`src/rtl/puf_ro_ctrl_pkg.sv`:
```
// puf_ro_pkg: shared FSM state encoding and default widths for the RO PUF controller.
`timescale 1ns/1ps
package puf_ro_pkg;

    localparam int N_RO_DEF       = 16;
    localparam int CNT_W_DEF      = 16;
    localparam int WIN_W_DEF      = 16;
    localparam int SETTLE_CYC_DEF = 8;

    typedef enum logic [2:0] {
        IDLE    = 3'd0,
        SETTLE  = 3'd1,
        COUNT   = 3'd2,
        COMPARE = 3'd3,
        NEXT    = 3'd4,
        DONE    = 3'd5
    } puf_ro_ctrl_state_e;

endpackage

```
`src/rtl/puf_ro_ctrl_edge_cnt.sv`:
```
// puf_ro_edge_cnt: 2-flop synchronizer, rising-edge detect and saturating edge counter
// for one asynchronous RO output.
`timescale 1ns/1ps
module puf_ro_edge_cnt #(
    parameter int CNT_W = 16
) (
    input  logic             i_clk,
    input  logic             i_rst_n,
    input  logic             i_ro,
    input  logic             i_clr,
    input  logic             i_en,
    output logic [CNT_W-1:0] o_cnt
);

    // sync[1:0] is the metastability pair, sync[2] the previous sample for edge detect
    logic [2:0] sync;
    logic       rise;

    // sample the RO into the clock domain
    always_ff @(posedge i_clk or negedge i_rst_n) begin
        if (!i_rst_n) sync <= '0;
        else          sync <= {sync[1:0], i_ro};
    end

    assign rise = sync[1] & ~sync[2];

    // count synchronized rising edges; hold at all-ones instead of wrapping
    always_ff @(posedge i_clk or negedge i_rst_n) begin
        if (!i_rst_n)                  o_cnt <= '0;
        else if (i_clr)                o_cnt <= '0;
        else if (i_en && rise && !(&o_cnt)) o_cnt <= o_cnt + 1'b1;
    end

endmodule

```
`src/rtl/puf_ro_ctrl.sv`:
```
// puf_ro_ctrl: steps through the RO pairs one at a time (settle, count, compare) and
// publishes one response bit per pair. Optional macro PUF_RO_CTRL_TIE_MASK_EN adds
// o_tie, flagging pairs whose counts were equal or hit saturation.
`timescale 1ns/1ps
module puf_ro_ctrl
    import puf_ro_pkg::*;
#(
    parameter int N_RO       = N_RO_DEF,
    parameter int CNT_W      = CNT_W_DEF,
    parameter int WIN_W      = WIN_W_DEF,
    parameter int SETTLE_CYC = SETTLE_CYC_DEF
) (
    input  logic                i_clk,
    input  logic                i_rst_n,
    input  logic                i_start,
    input  logic                i_abort,
    input  logic [WIN_W-1:0]    i_win_len,
    input  logic [N_RO-1:0]     i_ro,
    output logic [N_RO-1:0]     o_ro_en,
    output logic                o_busy,
    output logic                o_valid,
    output logic [N_RO/2-1:0]   o_resp
`ifdef PUF_RO_CTRL_TIE_MASK_EN
   ,output logic [N_RO/2-1:0]   o_tie
`endif
);

    localparam int N_RESP = N_RO / 2;
    localparam int KW     = (N_RESP > 1) ? $clog2(N_RESP) : 1;
    localparam int SW     = $clog2(SETTLE_CYC + 1);
    localparam int TW     = (WIN_W > SW) ? WIN_W : SW;

    puf_ro_ctrl_state_e state;
    logic [KW-1:0]      k;
    logic [TW-1:0]      tmr;
    logic [WIN_W-1:0]   win_m1;
    logic [N_RESP-1:0]  shadow;
    logic [CNT_W-1:0]   cnt_a, cnt_b;
    logic               ro_a, ro_b;
    logic               cnt_clr, cnt_en;
`ifdef PUF_RO_CTRL_TIE_MASK_EN
    logic [N_RESP-1:0]  shadow_tie;
`endif

    // route the active pair onto the shared counters; the mux switches only in NEXT,
    // so any glitch it causes lands in SETTLE while the counters are held clear
    always_comb begin
        ro_a = 1'b0;
        ro_b = 1'b0;
        for (int j = 0; j < N_RESP; j++) begin
            if (k == KW'(j)) begin
                ro_a = i_ro[2*j];
                ro_b = i_ro[2*j+1];
            end
        end
    end

    // enable only the active pair, and only while it is settling or being counted
    always_comb begin
        o_ro_en = '0;
        if (state == SETTLE || state == COUNT) begin
            for (int j = 0; j < N_RESP; j++) begin
                if (k == KW'(j)) o_ro_en[2*j +: 2] = 2'b11;
            end
        end
    end

    assign o_busy  = (state != IDLE);
    assign cnt_clr = (state == SETTLE);
    assign cnt_en  = (state == COUNT);

    puf_ro_edge_cnt #(.CNT_W(CNT_W)) u_cnt_a (
        .i_clk   (i_clk),
        .i_rst_n (i_rst_n),
        .i_ro    (ro_a),
        .i_clr   (cnt_clr),
        .i_en    (cnt_en),
        .o_cnt   (cnt_a)
    );

    puf_ro_edge_cnt #(.CNT_W(CNT_W)) u_cnt_b (
        .i_clk   (i_clk),
        .i_rst_n (i_rst_n),
        .i_ro    (ro_b),
        .i_clr   (cnt_clr),
        .i_en    (cnt_en),
        .o_cnt   (cnt_b)
    );

    // sequencer: abort beats everything, otherwise walk settle/count/compare per pair
    always_ff @(posedge i_clk or negedge i_rst_n) begin
        if (!i_rst_n) begin
            state   <= IDLE;
            k       <= '0;
            tmr     <= '0;
            win_m1  <= '0;
            shadow  <= '0;
            o_resp  <= '0;
            o_valid <= 1'b0;
`ifdef PUF_RO_CTRL_TIE_MASK_EN
            shadow_tie <= '0;
            o_tie      <= '0;
`endif
        end else begin
            o_valid <= 1'b0;
            if (i_abort) begin
                state <= IDLE;
            end else begin
                case (state)
                    IDLE: begin
                        if (i_start) begin
                            // a zero window behaves like a one-cycle window
                            win_m1 <= (i_win_len == '0) ? '0 : i_win_len - 1'b1;
                            k      <= '0;
                            tmr    <= TW'(SETTLE_CYC - 1);
                            state  <= SETTLE;
                        end
                    end
                    SETTLE: begin
                        if (tmr == '0) begin
                            tmr   <= TW'(win_m1);
                            state <= COUNT;
                        end else begin
                            tmr <= tmr - 1'b1;
                        end
                    end
                    COUNT: begin
                        if (tmr == '0) state <= COMPARE;
                        else           tmr   <= tmr - 1'b1;
                    end
                    COMPARE: begin
                        for (int j = 0; j < N_RESP; j++) begin
                            if (k == KW'(j)) begin
                                shadow[j] <= (cnt_a > cnt_b);
`ifdef PUF_RO_CTRL_TIE_MASK_EN
                                shadow_tie[j] <= (cnt_a == cnt_b) || (&cnt_a) || (&cnt_b);
`endif
                            end
                        end
                        state <= NEXT;
                    end
                    NEXT: begin
                        if (k == KW'(N_RESP - 1)) begin
                            state <= DONE;
                        end else begin
                            k     <= k + 1'b1;
                            tmr   <= TW'(SETTLE_CYC - 1);
                            state <= SETTLE;
                        end
                    end
                    DONE: begin
                        o_resp  <= shadow;
                        o_valid <= 1'b1;
`ifdef PUF_RO_CTRL_TIE_MASK_EN
                        o_tie   <= shadow_tie;
`endif
                        state   <= IDLE;
                    end
                    default: state <= IDLE;
                endcase
            end
        end
    end

endmodule
```
`config.mk`:
```
export PLATFORM = sky130hd
export DESIGN_NAME = puf_ro_ctrl
export DESIGN_NICKNAME = d
export VERILOG_FILES = /design/src/rtl/puf_ro_ctrl_pkg.sv /design/src/rtl/puf_ro_ctrl_edge_cnt.sv /design/src/rtl/puf_ro_ctrl.sv
export SDC_FILE = /design/constraint.sdc
export NUM_CORES = 1
export LEC_CHECK = 0
export CELL_PAD_IN_SITES_DETAIL_PLACEMENT = 2
export CELL_PAD_IN_SITES_GLOBAL_PLACEMENT = 2
export CORE_UTILIZATION = 36
export CTS_CLUSTER_DIAMETER = 200
export DETAILED_ROUTE_END_ITERATION = 8
export PLACE_DENSITY = 0.81
export SLEW_MARGIN = 20
export SYNTH_ARGS = -nofsm -noshare
export SYNTH_HDL_FRONTEND = slang
export SYNTH_HIERARCHICAL = 1
export SYNTH_SLANG_ARGS = --single-unit
```
`constraint.sdc`:
```
create_clock -name i_clk -period 3.56 [get_ports i_clk]
set_input_delay 0.356 -clock i_clk [delete_from_list [all_inputs] [get_ports i_clk]]
set_output_delay 0.356 -clock i_clk [all_outputs]
set_load 0.005 [all_outputs]
```
==> impl_summary.txt <==
----------------------------------------------------
[Status]
  Status ... finished clean

[Yosys]
  Synth top area share ... 38.8%
  Number of warnings printed during yosys synthesis ... 6
  Synth Net Count ... 719
  Number of synthesized register bits ... 93
  Biggest area consumer among synthesized cells ... sky130_fd_sc_hd__dfrtp_1
  FFs w/ async S/R, synth ... 100%
  Synthesized cell area ... about 0.0060 mm2
  Top flip-flop cell by instance count after synthesis ... sky130_fd_sc_hd__dfrtp_1
  Synthesized netlist cell count ... 656
  EDFF count, synth ... 0
  Sequential element share of the synthesized area ... 38.8%
  Main area contributors after synthesis ... sky130_fd_sc_hd__dfrtp_1, sky130_fd_sc_hd__ha_1, sky130_fd_sc_hd__nand2_1
  Average instance area after synthesis ... a little over 9 um2
  Unique cell type count in the Yosys netlist ... 80

[Finish]
  P&R area growth vs syn ... 17.0%
  Multi-input gate area in the final layout ... roughly 0.0033 mm2
  Post-route cell area ... 0.00702 mm2
  Final-layout fill cell count ... 1728
  Final #Nets ... 766
  Layout cell share with drive strength beyond 1 ... just over 10%
  Antenna Diode Count ... 0
  Flip-flop and latch area ... 0.00233 mm2

[Floorplanning]
  Site Rows ... 46
  X dimension of the die ... 131 um
  Die height ... 131 um
  Core region area ... 0.0161 mm2
  Initial Util ... between 30 and 40%
  Top-level I/O count ... 62
  Die Area ... roughly 0.017 mm2

[Clocking]
  CTS H-tree depth ... 3
  Cells resized by post-CTS repair ... 0
  Post-CTS Repair Setup Buffers ... 0
  Clock root buffer ... sky130_fd_sc_hd__clkbuf_16
  Clk pin slew, worst setup/hold paths ... roughly 0.070 ns
  Post-cts hold buffer count ... 0
  Clock latency reported for the late side of the worst-skew pair ... between 0.3 and 0.4 ns
  Maximum buffer depth of the clock tree ... 2
  Number of buffers created by CTS ... 9
  Clock Sinks ... 93
  Clock tree from TritonCTS ... yes

[Power and ir drop]
  Sw power ... between 600 and 700 uW
  Part of the total power dissipated in the clock network ... 40.7%
  Worst vdd ir ... roughly 0.23 mV
  Switching Share ... 27.1%
  Pint ... 1.69 mW
  Portion of total power attributed to combinational logic ... a little over a tenth
  Static Leak ... 2.86 nW
  Power, Total ... 2.32 mW
  Power share of the sequential group ... 48.9%
  Power Dens Cells ... 330 mW/mm2

[Critical path]
  Crit path buf inv count ... 1
  Longest individual stage delay on the worst path ... 0.57 ns
  Slowest CP cell ... sky130_fd_sc_hd__or3b_1
  CP delay by family, top ... simple AND/OR/NAND/NOR gates
  Worst-path fanout max ... 12
  Required @ worst endpoint ... 3.80 ns
  Critical Path End Type ... flop
  Critical-path cell list ... or3b_1, inv_2, and3b_1, nand4_1, a2111oi_0, mux2_2
  Kind of start point of the critical path ... flop
  WP data arrival ... 3.22 ns
  Classification of the worst setup path ... reg -> reg

[Routing]
  Final wirelength ... 19700 um
  Routed length per instance ... 21.3 um
  Routed vias ... ~5400
  DRC violations left ... 0
  Initial detailed-routing violation count ... 270
  Remaining number of nets flagged by the antenna check after routing ... 0
  Count of TritonRoute iterations in the first routing pass ... 5
  Via density per instance ... 5.89

[STA]
  Setup repair after global routing missed its margin ... false
  Clock period minus final worst setup slack ... 2.97 ns
  Worst Slack Setup Final ... between 0.5 and 0.6 ns
  Count of endpoints failing hold in the final timing report ... 0
  Final setup vio count ... 0
  Worst clock skew on the final layout ... 0.00785 ns
  Final total negative setup slack ... 0 ns
  Transition time of the tightest slew-check pin ... a little under 0.9 ns
  Number of slew-limit violations in the final report ... 0
  Worst hold margin ... 0.102 ns
  Period utilisation layout ... 83.5%
  Highest clock rate ... 337 MHz
  Headroom to the max-slew limit ... 39.8%

[GRT]
  Global routing met2 resource utilization ... a little over two fifths
  Number of antenna violations at the first check in global routing ... 0
  Vias in the first global route ... ~6200
  Total grt overflow ... 0
  GR met1 Demand/Resource ... 27.8%
  Maximum number of pins on one net before global-route repair ... 65
  Global-route wire length before repair ... 32800 um
  Global routing met3 resource utilization ... 3.59%
  GR Util All Layers ... between 20% and 30%
  Most Crowded Layer GR ... met2

[Placed design]
  Post-Place Worst Slack ... 0.623 ns
  Quantity of I/O buffers inserted on ports ... 61
  Hpwl dp ... 14400 um
  Routability Congestion ... 0.843
  Cell area reported after detailed placement ... 0.00674 mm2

[Min path]
  Worst hold path class ... in -> async

[Job]
  Number of max-cap violations ... 0

----------------------------------------------------
## registers in the layout, indices dropped and copies added (netlist names), 8 cells and up
register       count
u_cnt_b/o_cnt     16
tmr               16
o_resp             8
shadow             8
u_cnt_a/o_cnt     16
win_m1            16
## stage by stage
step | std cells | util, %
2_1_floorplan | 656 | -
3_3_place_gp | 908 | 41.9
3_5_place_dp | 908 | 41.9
4_1_cts | 924 | 43.7
5_1_grt | 924 | 43.7
6_report | 924 | 43.7
## power groups by stage
stage / Clock [mW] / Combinational (mW) / Sequential (mW)
after floorplan: 0 / 0.128 / 1.14
after global placement: 0 / 0.229 / 1.15
after detailed placement: 0 / 0.240 / 1.15
after CTS: 0.972 / 0.244 / 1.13
after global routing: 1.01 / 0.267 / 1.14
final: 0.944 / 0.241 / 1.13
## metal layers
| metal | wire, um | vias up | part of all wire (%) |
|---|---|---|---|
| met5 | 0 | - | 0 |
| met4 | 471 | 0 | 2.4 |
| met3 | 594 | 38 | 3.0 |
| met2 | 10500 | 95 | 54 |
| met1 | 8070 | 2798 | 41 |
| li1 | - | 2510 | - |
## cells in the mapped netlist (6+ instances only)
library cell	n
sky130_fd_sc_hd__a21oi_1	30
sky130_fd_sc_hd__nor4_1	9
sky130_fd_sc_hd__xor2_1	9
sky130_fd_sc_hd__nand4_1	12
sky130_fd_sc_hd__buf_4	9
sky130_fd_sc_hd__inv_1	38
sky130_fd_sc_hd__and3_1	15
sky130_fd_sc_hd__clkbuf_1	10
sky130_fd_sc_hd__nor2b_1	14
sky130_fd_sc_hd__dfrtp_1	93
sky130_fd_sc_hd__xnor2_1	7
sky130_fd_sc_hd__nand2_1	68
sky130_fd_sc_hd__o21ai_0	47
sky130_fd_sc_hd__buf_2	8
sky130_fd_sc_hd__nor3_1	18
sky130_fd_sc_hd__and2_1	11
sky130_fd_sc_hd__nand3_1	28
sky130_fd_sc_hd__or3_1	10
sky130_fd_sc_hd__ha_1	27
sky130_fd_sc_hd__a31oi_1	10
sky130_fd_sc_hd__nor2_1	35
sky130_fd_sc_hd__o31ai_1	16
sky130_fd_sc_hd__or4_1	6
sky130_fd_sc_hd__o41ai_1	6
sky130_fd_sc_hd__mux2_2	14
## logic make-up after synthesis
group	Yosys count	synth area share, %
xor gates and xnor gates	16	2.34
muxes	16	2.96
DFF	93	38.8
adders and majority gates	27	5.63
and+or+nand+nor	268	25.8
buffers and inverters	73	5.96
AOI/OAI and AO/OA	163	18.5
## path summary, 6_finish.rpt
check | slack, ns | end | cells past startpoint | startpoint
max in group asynchronous | 2.49 | tmr[10] | 2 | i_rst_n
min in group i_clk | 0.35 | u_cnt_b/sync[1] | 0 | u_cnt_b/sync[0]
setup reg to reg | 0.59 | u_cnt_b/o_cnt[11] | 6 | state[0]
hold / removal | 0.10 | u_cnt_b/o_cnt[10] | 1 | i_rst_n
hold reg to reg | 0.35 | u_cnt_b/sync[1] | 0 | u_cnt_b/sync[0]
setup / recovery | 0.59 | u_cnt_b/o_cnt[11] | 6 | state[0]
## worst register-to-register path, stage by stage (launching register included)
cell,delay (ns)
sky130_fd_sc_hd__dfrtp_1,0.49
sky130_fd_sc_hd__or3b_1,0.58
sky130_fd_sc_hd__inv_2,0.27
sky130_fd_sc_hd__and3b_1,0.28
sky130_fd_sc_hd__nand4_1,0.31
sky130_fd_sc_hd__a2111oi_0,0.55
sky130_fd_sc_hd__mux2_2,0.39
## layout make-up
cell class	instances	share of cell area (%)
Inverter	39	2.09
Multi-Input combinational cell	490	47.2
Clock buffer	10	3.40
Tap cell	216	3.85
Sequential cell	93	33.1
Timing Repair Buffer	70	9.62
Clock inverter	6	0.659
## placed cells by master, fill, tap and decap left out, drive strengths merged, types with 3 or more instances in the layout
cell / synthesis / routed
nor3: 19 / 19
or3: 12 / 12
and3b: 3 / 3
nor4: 13 / 13
inv: 39 / 41
o41ai: 7 / 7
and3: 18 / 18
dfrtp: 93 / 93
a22oi: 3 / 3
clkdlybuf4s50: 0 / 60
buf: 22 / 10
nand3b: 5 / 5
ha: 27 / 27
xor2: 9 / 9
nor2b: 14 / 14
nand2: 68 / 68
and4: 6 / 6
nor2: 36 / 36
a2111oi: 7 / 7
and2: 12 / 12
mux2: 14 / 14
nand3: 29 / 29
clkbuf: 12 / 10
a21oi: 30 / 30
or4: 7 / 7
o21ai: 50 / 50
o31ai: 16 / 16
o311ai: 6 / 6
nand4: 16 / 16
nand2b: 4 / 4
a31oi: 11 / 11
xnor2: 7 / 7
a211oi: 5 / 5
Note: power is estimated with default switching activity, not from simulation.
==> RTL change (same flow settings) <==
Build with the macro `PUF_RO_CTRL_TIE_MASK_EN` defined.
--- a/src/rtl/puf_ro_ctrl.sv
+++ b/src/rtl/puf_ro_ctrl.sv
@@ -4,2 +4,4 @@
 `timescale 1ns/1ps
+`define PUF_RO_CTRL_TIE_MASK_EN
+
 module puf_ro_ctrl
Formal check against the unedited RTL (old outputs only; new: o_tie): equivalent (Yosys induction, for registers that start in step).
==> RTL change against the original RTL <==
  * Setup slack worse by 0.14 ns
  * Total power increased by 14%
  * Synthesized area is 7.9% higher
  * Sequential cell count increased by 16
  * Wire length up 3.8%
  * Sequential power is 19% higher
  * Design area increased by 8.6%
  * Global-route usage down 0.51 points
  * First-iteration DRC count shrank 16%
  * Via count increased by 3.5%
  * Count of clock-buffer cells in the layout stayed put
==> RTL change: results (changes against the original RTL) <==
[routing]
wl_per_cell_um = 20.9  ; -1.7%
dr.pass1.iters = 4  ; -1
vias = 5631  ; +3.5%

[power_and_ir_drop]
pwr-share-seq = 0.508  ; +0.019
p_sw_uw = 721  ; +15%
power_frac_comb = 0.116  ; +0.012
vdd.ir_drop.worst_mv = 0.215  ; -6.8%
leakagePower_uw = 0.00320  ; +12%

[worst_setup_path]
path_max_fanout = 13  ; +1
critPathCapture = o_ro_en[4]
r2r_slack_ns = 0.66  ; +0.07 ns
critPathArrivalTime_ns = 2.75  ; -0.47 ns
cpMaxStageDelayCell = clkdlybuf4s50_1
r2r_end = tmr[1]
r2r_start = tmr[0]
reg2reg_depth = 7  ; +1

[finish]
nNetsFinal = 809  ; +5.6%
drive_gt1_frac = 0.109  ; +0.00749

[placement]
dp_slack_ns = 0.670  ; +0.0473 ns
gp_congestion = 0.828  ; -1.8%
dp_hpwl_mm = 15.0  ; +4.4%
port_buffers = 69  ; +13%

[logic_synthesis]
netlist_instances = 690  ; +5.2%
ys_warn_count = 6  ; unchanged
synth_cell_types = 74  ; -7.5%
synth_nets = 753  ; +4.7%
synth_commonest_cells = 109 x dfrtp_1, 64 x nand2_1, 49 x o21ai_0, 46 x nor2_1, 37 x a21oi_1
synth_edf_count = 0  ; unchanged
synthArstFlopShare = 1.00  ; unchanged

[global_route]
grt_max_degree = 69  ; +6.2%
grt_pass1_wl_mm = 33.9  ; +3.2%
grt_pass1_vias = 6448  ; +3.2%
grt_usage = 0.235  ; -0.00508

[sta]
fin_skew_ns = 0.0122  ; +0.00430 ns
worstMarginPinSlew_ns = 0.964  ; +0.0690 ns
finalCritPeriodShare = 0.873  ; +0.0383

[run_status]
status = completed

[hold_path]
hold_path.class = in2async

## RTL change: cell count changes after synthesis, moves of 8 or more
cell and change:
and3_1 -8, dfrtp_1 +16, mux2_2 +16, nand4_1 +8, nor2_1 +11, o31ai_1 -8
## RTL change: cells by family after synthesis
kind of cell	count (synthesis)	share of synthesized area
AOI/OAI and AO/OA	164	0.168
buffers and inverters	70	0.0506
muxes	35	0.0599
and+or+nand+nor	269	0.227
xor gates and xnor gates	16	0.0216
DFF	109	0.421
adders and majority gates	27	0.0522
## RTL change: metal layers
layer	vias to the layer above	global-route usage	share of wire
met5	-	0	0
met4	0	0.0457	0.011
met3	19	0.0395	0.023
met2	72	0.440	0.54
met1	2892	0.278	0.43
li1	2648	-	-
## RTL change: worst min-delay path by stage
| stage | cells past startpoint | end | slack, ns |
|---|---|---|---|
| 6_report | 1 | u_cnt_a/o_cnt[11] | 0.13 |
| 5_1_grt | 1 | u_cnt_a/o_cnt[11] | 0.21 |
| 4_1_cts | 1 | u_cnt_a/o_cnt[8] | 0.19 |
| 3_5_place_dp | 0 | u_cnt_b/sync[1] | 0.35 |
| 3_3_place_gp | 0 | u_cnt_b/sync[1] | 0.33 |
| 2_1_floorplan | 0 | k[0] | 0.06 |
## RTL change: layout make-up
type	instances	area [um2]
multi-input cells	511	3420
fillers	1879	9790
clock inverters	6	45.0
well taps	225	282
inverters	36	135
clock buffers	10	239
flip-flops and latches	109	2730
repair buffers	79	776
## RTL change: metrics by stage
step	area, um2	total power [uW]
after floorplan	6480	1510
after detailed placement	7340	1670
after global placement	7340	1650
after global routing	7620	2750
after CTS	7620	2660
final	7620	2630
